File: src/rtl/pipeline_hazard_ctrl.sv
// ---------------------------------------------------------------------------
// pipeline_hazard_ctrl
//
// Purpose:
//   Sequences the four pipeline stage latches (IF/ID, ID/EX, EX/MEM, MEM/WB)
//   and the PC register. It detects load-use hazards, branch mispredicts and
//   data-memory wait stalls. A small FSM tracks the memory wait and enters a
//   sticky FAULT state if the memory never answers. It also keeps saturating
//   performance counters for stall cycles and mispredict flushes.
//
// Ports:
//   stg_clk                  pipeline clock; all state updates on its rising edge
//   reset                    synchronous, active-high
//   id_valid, id_rs1/2,
//   id_rs1_used/id_rs2_used  instruction in decode and the sources it reads
//   ex_valid, ex_rd,
//   ex_rd_memory             instruction in execute, its destination, is-load
//   ex_is_branch,
//   ex_mispredict            branch in execute resolved against its prediction
//   mem_req, mem_ready       data-memory access in progress / completes now
//   pc_ena, pc_redirect      PC load enable / select resolved branch target
//   if/id/ex/mem _ena, _x    per-latch enable and flush
//   state                    00 RUN, 01 MEM_WAIT, 10 FAULT
//   mem_timeout              sticky memory-timeout flag (set on entering FAULT)
//   stall_cycles             saturating count of stall cycles
//   flush_count              saturating count of mispredict flushes
//
// The latch controls are combinational from the current state and inputs.
// ---------------------------------------------------------------------------
module pipeline_hazard_ctrl #(
   parameter int CNT_W       = 32,
   parameter int MEM_TIMEOUT = 15
) (
   input  logic             stg_clk,
   input  logic             reset,
   input  logic             id_valid,
   input  logic [4:0]       id_rs1,
   input  logic [4:0]       id_rs2,
   input  logic             id_rs1_used,
   input  logic             id_rs2_used,
   input  logic             ex_valid,
   input  logic [4:0]       ex_rd,
   input  logic             ex_rd_memory,
   input  logic             ex_is_branch,
   input  logic             ex_mispredict,
   input  logic             mem_req,
   input  logic             mem_ready,
   output logic             pc_ena,
   output logic             pc_redirect,
   output logic             if_ena,
   output logic             if_x,
   output logic             id_ena,
   output logic             id_x,
   output logic             ex_ena,
   output logic             ex_x,
   output logic             mem_ena,
   output logic             mem_x,
   output logic [1:0]       state,
   output logic             mem_timeout,
   output logic [CNT_W-1:0] stall_cycles,
   output logic [CNT_W-1:0] flush_count
);

   // Wide enough to hold MEM_TIMEOUT itself.
   localparam int                WAIT_W    = $clog2(MEM_TIMEOUT + 1);
   localparam logic [WAIT_W-1:0] WAIT_LAST = WAIT_W'(MEM_TIMEOUT - 1);
   localparam logic [CNT_W-1:0]  CNT_MAX   = '1;

   typedef enum logic [1:0] {
      ST_RUN      = 2'b00,
      ST_MEM_WAIT = 2'b01,
      ST_FAULT    = 2'b10
   } state_t;

   state_t            state_q, state_d;
   logic [WAIT_W-1:0] wait_cnt_q, wait_cnt_d;
   logic              mem_timeout_q, mem_timeout_d;
   logic [CNT_W-1:0]  stall_cycles_q, stall_cycles_d;
   logic [CNT_W-1:0]  flush_count_q, flush_count_d;

   logic mem_stall;
   logic mispred;
   logic load_use;
   logic in_fault;

   // Hazard terms
   always_comb begin
      mem_stall = mem_req & ~mem_ready;
      mispred   = ex_valid & ex_is_branch & ex_mispredict;
      load_use  = ex_valid & ex_rd_memory & (ex_rd != 5'd0) & id_valid
                & ((id_rs1_used & (id_rs1 == ex_rd)) | (id_rs2_used & (id_rs2 == ex_rd)));
      in_fault  = (state_q == ST_FAULT);
   end

   // Latch controls. Priority: fault > mem_stall > mispred > load_use > normal.
   always_comb begin
      pc_ena      = 1'b0;
      pc_redirect = 1'b0;
      if_ena      = 1'b0;
      if_x        = 1'b0;
      id_ena      = 1'b0;
      id_x        = 1'b0;
      ex_ena      = 1'b0;
      ex_x        = 1'b0;
      mem_ena     = 1'b0;
      mem_x       = 1'b0;
      if (reset) begin
         // Everything held and nothing flushed while in reset.
      end else if (in_fault || mem_stall) begin
         // Freeze the pipe; feed a bubble into WB so the instruction in MEM
         // is not written back a second time.
         mem_x = 1'b1;
      end else if (mispred) begin
         // Squash the two younger instructions; load-use is irrelevant since
         // the dependent instruction is among those squashed.
         pc_ena      = 1'b1;
         pc_redirect = 1'b1;
         if_x        = 1'b1;
         id_x        = 1'b1;
         ex_ena      = 1'b1;
         mem_ena     = 1'b1;
      end else if (load_use) begin
         // Hold PC and IF/ID; insert a bubble into ID/EX.
         id_x    = 1'b1;
         ex_ena  = 1'b1;
         mem_ena = 1'b1;
      end else begin
         pc_ena  = 1'b1;
         if_ena  = 1'b1;
         id_ena  = 1'b1;
         ex_ena  = 1'b1;
         mem_ena = 1'b1;
      end
   end

   // Memory-wait FSM. wait_cnt counts consecutive stall cycles seen so far;
   // the edge ending stall number MEM_TIMEOUT enters FAULT.
   always_comb begin
      state_d       = state_q;
      wait_cnt_d    = wait_cnt_q;
      mem_timeout_d = mem_timeout_q;
      case (state_q)
         ST_RUN: begin
            if (mem_stall) begin
               state_d    = ST_MEM_WAIT;
               wait_cnt_d = WAIT_W'(1);
            end
         end
         ST_MEM_WAIT: begin
            if (mem_stall) begin
               if (wait_cnt_q == WAIT_LAST) begin
                  state_d       = ST_FAULT;
                  mem_timeout_d = 1'b1;
               end else begin
                  wait_cnt_d = wait_cnt_q + WAIT_W'(1);
               end
            end else begin
               state_d    = ST_RUN;
               wait_cnt_d = '0;
            end
         end
         ST_FAULT: begin
            // Held until reset.
         end
         default: begin
            state_d    = ST_RUN;
            wait_cnt_d = '0;
         end
      endcase
   end

   // Saturating performance counters, frozen in FAULT.
   always_comb begin
      stall_cycles_d = stall_cycles_q;
      flush_count_d  = flush_count_q;
      if (!in_fault) begin
         if ((mem_stall || (!mispred && load_use)) && (stall_cycles_q != CNT_MAX))
            stall_cycles_d = stall_cycles_q + CNT_W'(1);
         if (!mem_stall && mispred && (flush_count_q != CNT_MAX))
            flush_count_d = flush_count_q + CNT_W'(1);
      end
   end

   always_ff @(posedge stg_clk) begin
      if (reset) begin
         state_q        <= ST_RUN;
         wait_cnt_q     <= '0;
         mem_timeout_q  <= 1'b0;
         stall_cycles_q <= '0;
         flush_count_q  <= '0;
      end else begin
         state_q        <= state_d;
         wait_cnt_q     <= wait_cnt_d;
         mem_timeout_q  <= mem_timeout_d;
         stall_cycles_q <= stall_cycles_d;
         flush_count_q  <= flush_count_d;
      end
   end

   assign state        = state_q;
   assign mem_timeout  = mem_timeout_q;
   assign stall_cycles = stall_cycles_q;
   assign flush_count  = flush_count_q;

endmodule

File: config.mk
export PLATFORM = sky130hd
export DESIGN_NAME = pipeline_hazard_ctrl
export DESIGN_NICKNAME = d
export VERILOG_FILES = /design/src/rtl/pipeline_hazard_ctrl.sv
export SDC_FILE = /design/constraint.sdc
export NUM_CORES = 1
export LEC_CHECK = 0
export ABC_AREA = 0
export CAP_MARGIN = 20
export CORE_UTILIZATION = 50
export CTS_CLUSTER_DIAMETER = 100
export DETAILED_ROUTE_END_ITERATION = 10
export HOLD_SLACK_MARGIN = 0.02
export PLACE_DENSITY_LB_ADDON = 0.08
export SYNTH_ARGS = -nofsm -noshare
export SYNTH_HDL_FRONTEND = slang
export SYNTH_SLANG_ARGS = --single-unit
File: constraint.sdc
create_clock -name stg_clk -period 4.4 [get_ports stg_clk]
set_input_delay 0.66 -clock stg_clk [delete_from_list [all_inputs] [get_ports stg_clk]]
set_output_delay 0.66 -clock stg_clk [all_outputs]
set_load 0.005 [all_outputs]
==> impl_metrics.csv <==
group,metric,value,unit
timing,worst_pin_slew,0.713,ns
timing,fin_crit,3.55,ns
synth,synth.area.top_cells,"dfxtp_1, xor2_1, nor2_1",
clocking,clock-sinks,71,
synth,yosys.area.top_type,"dfxtp_1",
worst_setup_path,end_kind,"primary output",
grt,antenna_found_initial,0,
worst_setup_path,critPathMaxFanout,3,
placed_design,portBuffers,101,
placed_design,gp_congestion,0.757,
pwr,p_leak,0.00164,uW
synth,synthCells,451,
synth,syn_nets,481,
worst_setup_path,required,3.74,ns
synth,yosysUniqueCellTypes,51,
clocking,cts_resized,0,
final_layout,multi_input_area,2160,um^2
final_layout,fin_nets,573,
pwr,clockPowerShare,0.437,
timing,finClkSkew,0.0106,ns
placed_design,dp.cells,631,
timing,fin_crit_sh,0.808,
routing,drt_wl_total,9170,um
clocking,cts_inserted_buffers,9,
routing,wl_per_cell,14.2,um
routing,drtIter0Drc,176,
synth,synth.avg_cell_area,8.21,um^2
worst_setup_path,startpoint_type,"primary input",
pwr,ir_worst_vdd,165,uV
synth,synth_area,3700,um^2
synth,synth_top_area_share,0.384,
pwr,powerDensity,264,nW/um^2
final_layout,seq_area,1420,um^2
final_layout,area_growth,33.8,%
floorplanning,ios,103,
clocking,path_clk_slew,0.08,ns
grt,grt_pass1_wl,14900,um
floorplanning,start_util,0.513,
clocking,postCtsHoldBufs,0,
synth,ys_seq_area_frac,0.384,
timing,slew_headroom,0.525,
pwr,power.internal,1000,uW
flow_run,cap_violations,0,
floorplanning,die_x,88.1,um
clocking,clock_latency,0.36,ns
clocking,cts_max_path_buffers,2,
routing,vias,3578,
floorplanning,die-area,7750,um^2
pwr,p_seq_frac,0.496,
routing,drcViolationCount,0,
final_layout,antenna_cells,0,
worst_setup_path,r2r-start,"stall_cycles[0]",
floorplanning,fp-row-count,31,
outcome,outcome,"complete, no violations",
timing,rsz0062_at_grt,"false",
timing,hold_viol,0,
clocking,tritoncts,"yes",
timing,setup-violations-final,0,
clocking,post-cts-setup-buffer-count,0,
timing,fmax,281,MHz
timing,drv_slew,0,
synth,yosysWarningCount,0,
synth,synth-seq-cells,71,
routing,viasPerCell,5.54,
pwr,power,1310,uW
synth,synthArstFlopShare,0,
final_layout,fill_cells,618,
routing,ant_nets,0,
pwr,switching_power,303,uW
final_layout,drive_gt1_frac,0.0439,
floorplanning,core,7210,um^2
timing,whs,0.481,ns
worst_setup_path,crit_path_start,"ex_rd[1]",
clocking,h-tree-depth,3,
grt,grt_start_max_net_pins,49,
grt,track_usage,0.244,
placed_design,hpwlAfterDp,6600,um
timing,setup_tns,0,ns
clocking,cts-root-buf,"clkbuf_8",
worst_setup_path,critical_path_class,"in -> out",
min_path,min_path_type,"reg -> reg",
worst_setup_path,crit_arrival,2.89,ns
grt,grt_pass1_vias,3215,
floorplanning,die_h,88.1,um
pwr,combinationalPowerShare,0.067,
min_path,holdCritStartpoint,"mem_timeout",
synth,synth_edf_count,0,
grt,grt_overflow,0,
synth,ys.flop_type,"dfxtp_1",
routing,dr.pass1.iters,5,
pwr,swShare,0.232,
final_layout,stdcell_count,646,
## registers in the layout, summed over array words and instances, names as in the netlist
name,flops
flush_count,32
stall_cycles,32
wait_cnt_q,4
state,2
mem_timeout,1
## worst paths after layout
check	cells past startpoint	to	slack, ns
max	6	id_ena	0.85
min	2	mem_timeout	0.48
max reg2reg	7	stall_cycles[8]	1.87
min reg2reg	2	mem_timeout	0.48
## cells in the mapped netlist (2+ instances only)
cell and count:
nand3b_1 3, a311oi_1 2, o21ai_0 20, buf_4 4, nor2b_1 4, inv_1 7, or3_1 23, mux2_1 2
ha_1 4, or4_1 3, a21oi_1 27, a31oi_1 2, mux2i_1 2, nand2_1 28, nand3_1 29, nand4b_1 2
o21ai_1 3, nor2_1 62, nand4_1 29, and2_1 7, and3_1 9, clkbuf_1 14, xnor2_1 18, buf_1 2
nand2b_1 2, dfxtp_1 71, xor2_1 32, and4_1 5, nor3_1 10, nor4_1 4
## power groups by stage
stage / Clock [uW] / Sequential [uW] / Combinational (uW)
after floorplan: 0 / 662 / 46.4
after global placement: 0 / 663 / 87.1
after detailed placement: 0 / 663 / 88.3
after CTS: 576 / 648 / 88.6
after global routing: 612 / 648 / 95.6
final: 571 / 648 / 88.2
## metal layers
metal	track usage	wire, um
met5	0	0
met4	0.114	161
met3	0.0349	480
met2	0.413	4510
met1	0.307	4020
## kinds of logic (layout without fill, tap and decap cells)
group | after synthesis | after routing | synth area share
AO/OA/AOI/OAI | 65 | 65 | 0.108
XOR/XNOR | 50 | 50 | 0.118
adder cells (fa/ha/maj) | 4 | 4 | 0.0135
buffers and inverters | 28 | 124 | 0.0328
flip-flops | 71 | 71 | 0.384
multiplexers | 4 | 4 | 0.0115
other | 1 | 1 | 0.00101
AND/OR/NAND/NOR | 228 | 228 | 0.331
## final cells by class
cell class	instances	area share
multi-input cells	352	0.436
clock buffers	9	0.0250
clock inverters	6	0.0174
inverters	7	0.00530
flip-flops and latches	71	0.287
repair buffers	102	0.205
well taps	99	0.0250
## through the flow
| step | utilization | cell area [um^2] | setup slack (ns) |
|---|---|---|---|
| after CTS | 0.687 | 4950 | 0.855 |
| after global placement | 0.658 | 4740 | 0.910 |
| after floorplan | - | 3700 | 1.86 |
| after global routing | 0.687 | 4950 | 0.780 |
| final | 0.687 | 4950 | 0.847 |
| after detailed placement | 0.658 | 4740 | 0.864 |
## critical path, cell delays in order
cell and delay, ns:
clkdlybuf4s50_1 0.47, or4_1 0.58, o211a_1 0.26, o21ai_0 0.23, and2_1 0.19, clkdlybuf4s50_1 0.50
## placed cells by master, fill, tap and decap left out, types with 4 or more instances in the layout
| cell | instances |
|---|---|
| nor2b_1 | 4 |
| xor2_1 | 32 |
| and3_1 | 9 |
| and2_1 | 7 |
| nand4_1 | 29 |
| a21oi_1 | 27 |
| dfxtp_1 | 71 |
| nor3_1 | 10 |
| xnor2_1 | 18 |
| clkdlybuf4s50_1 | 100 |
| clkbuf_8 | 9 |
| or3_1 | 23 |
| inv_1 | 7 |
| nor2_1 | 62 |
| nand3_1 | 29 |
| ha_1 | 4 |
| o21ai_0 | 20 |
| and4_1 | 5 |
| nand2_1 | 28 |
| nor4_1 | 4 |
Note: power is estimated with default switching activity, not from simulation.
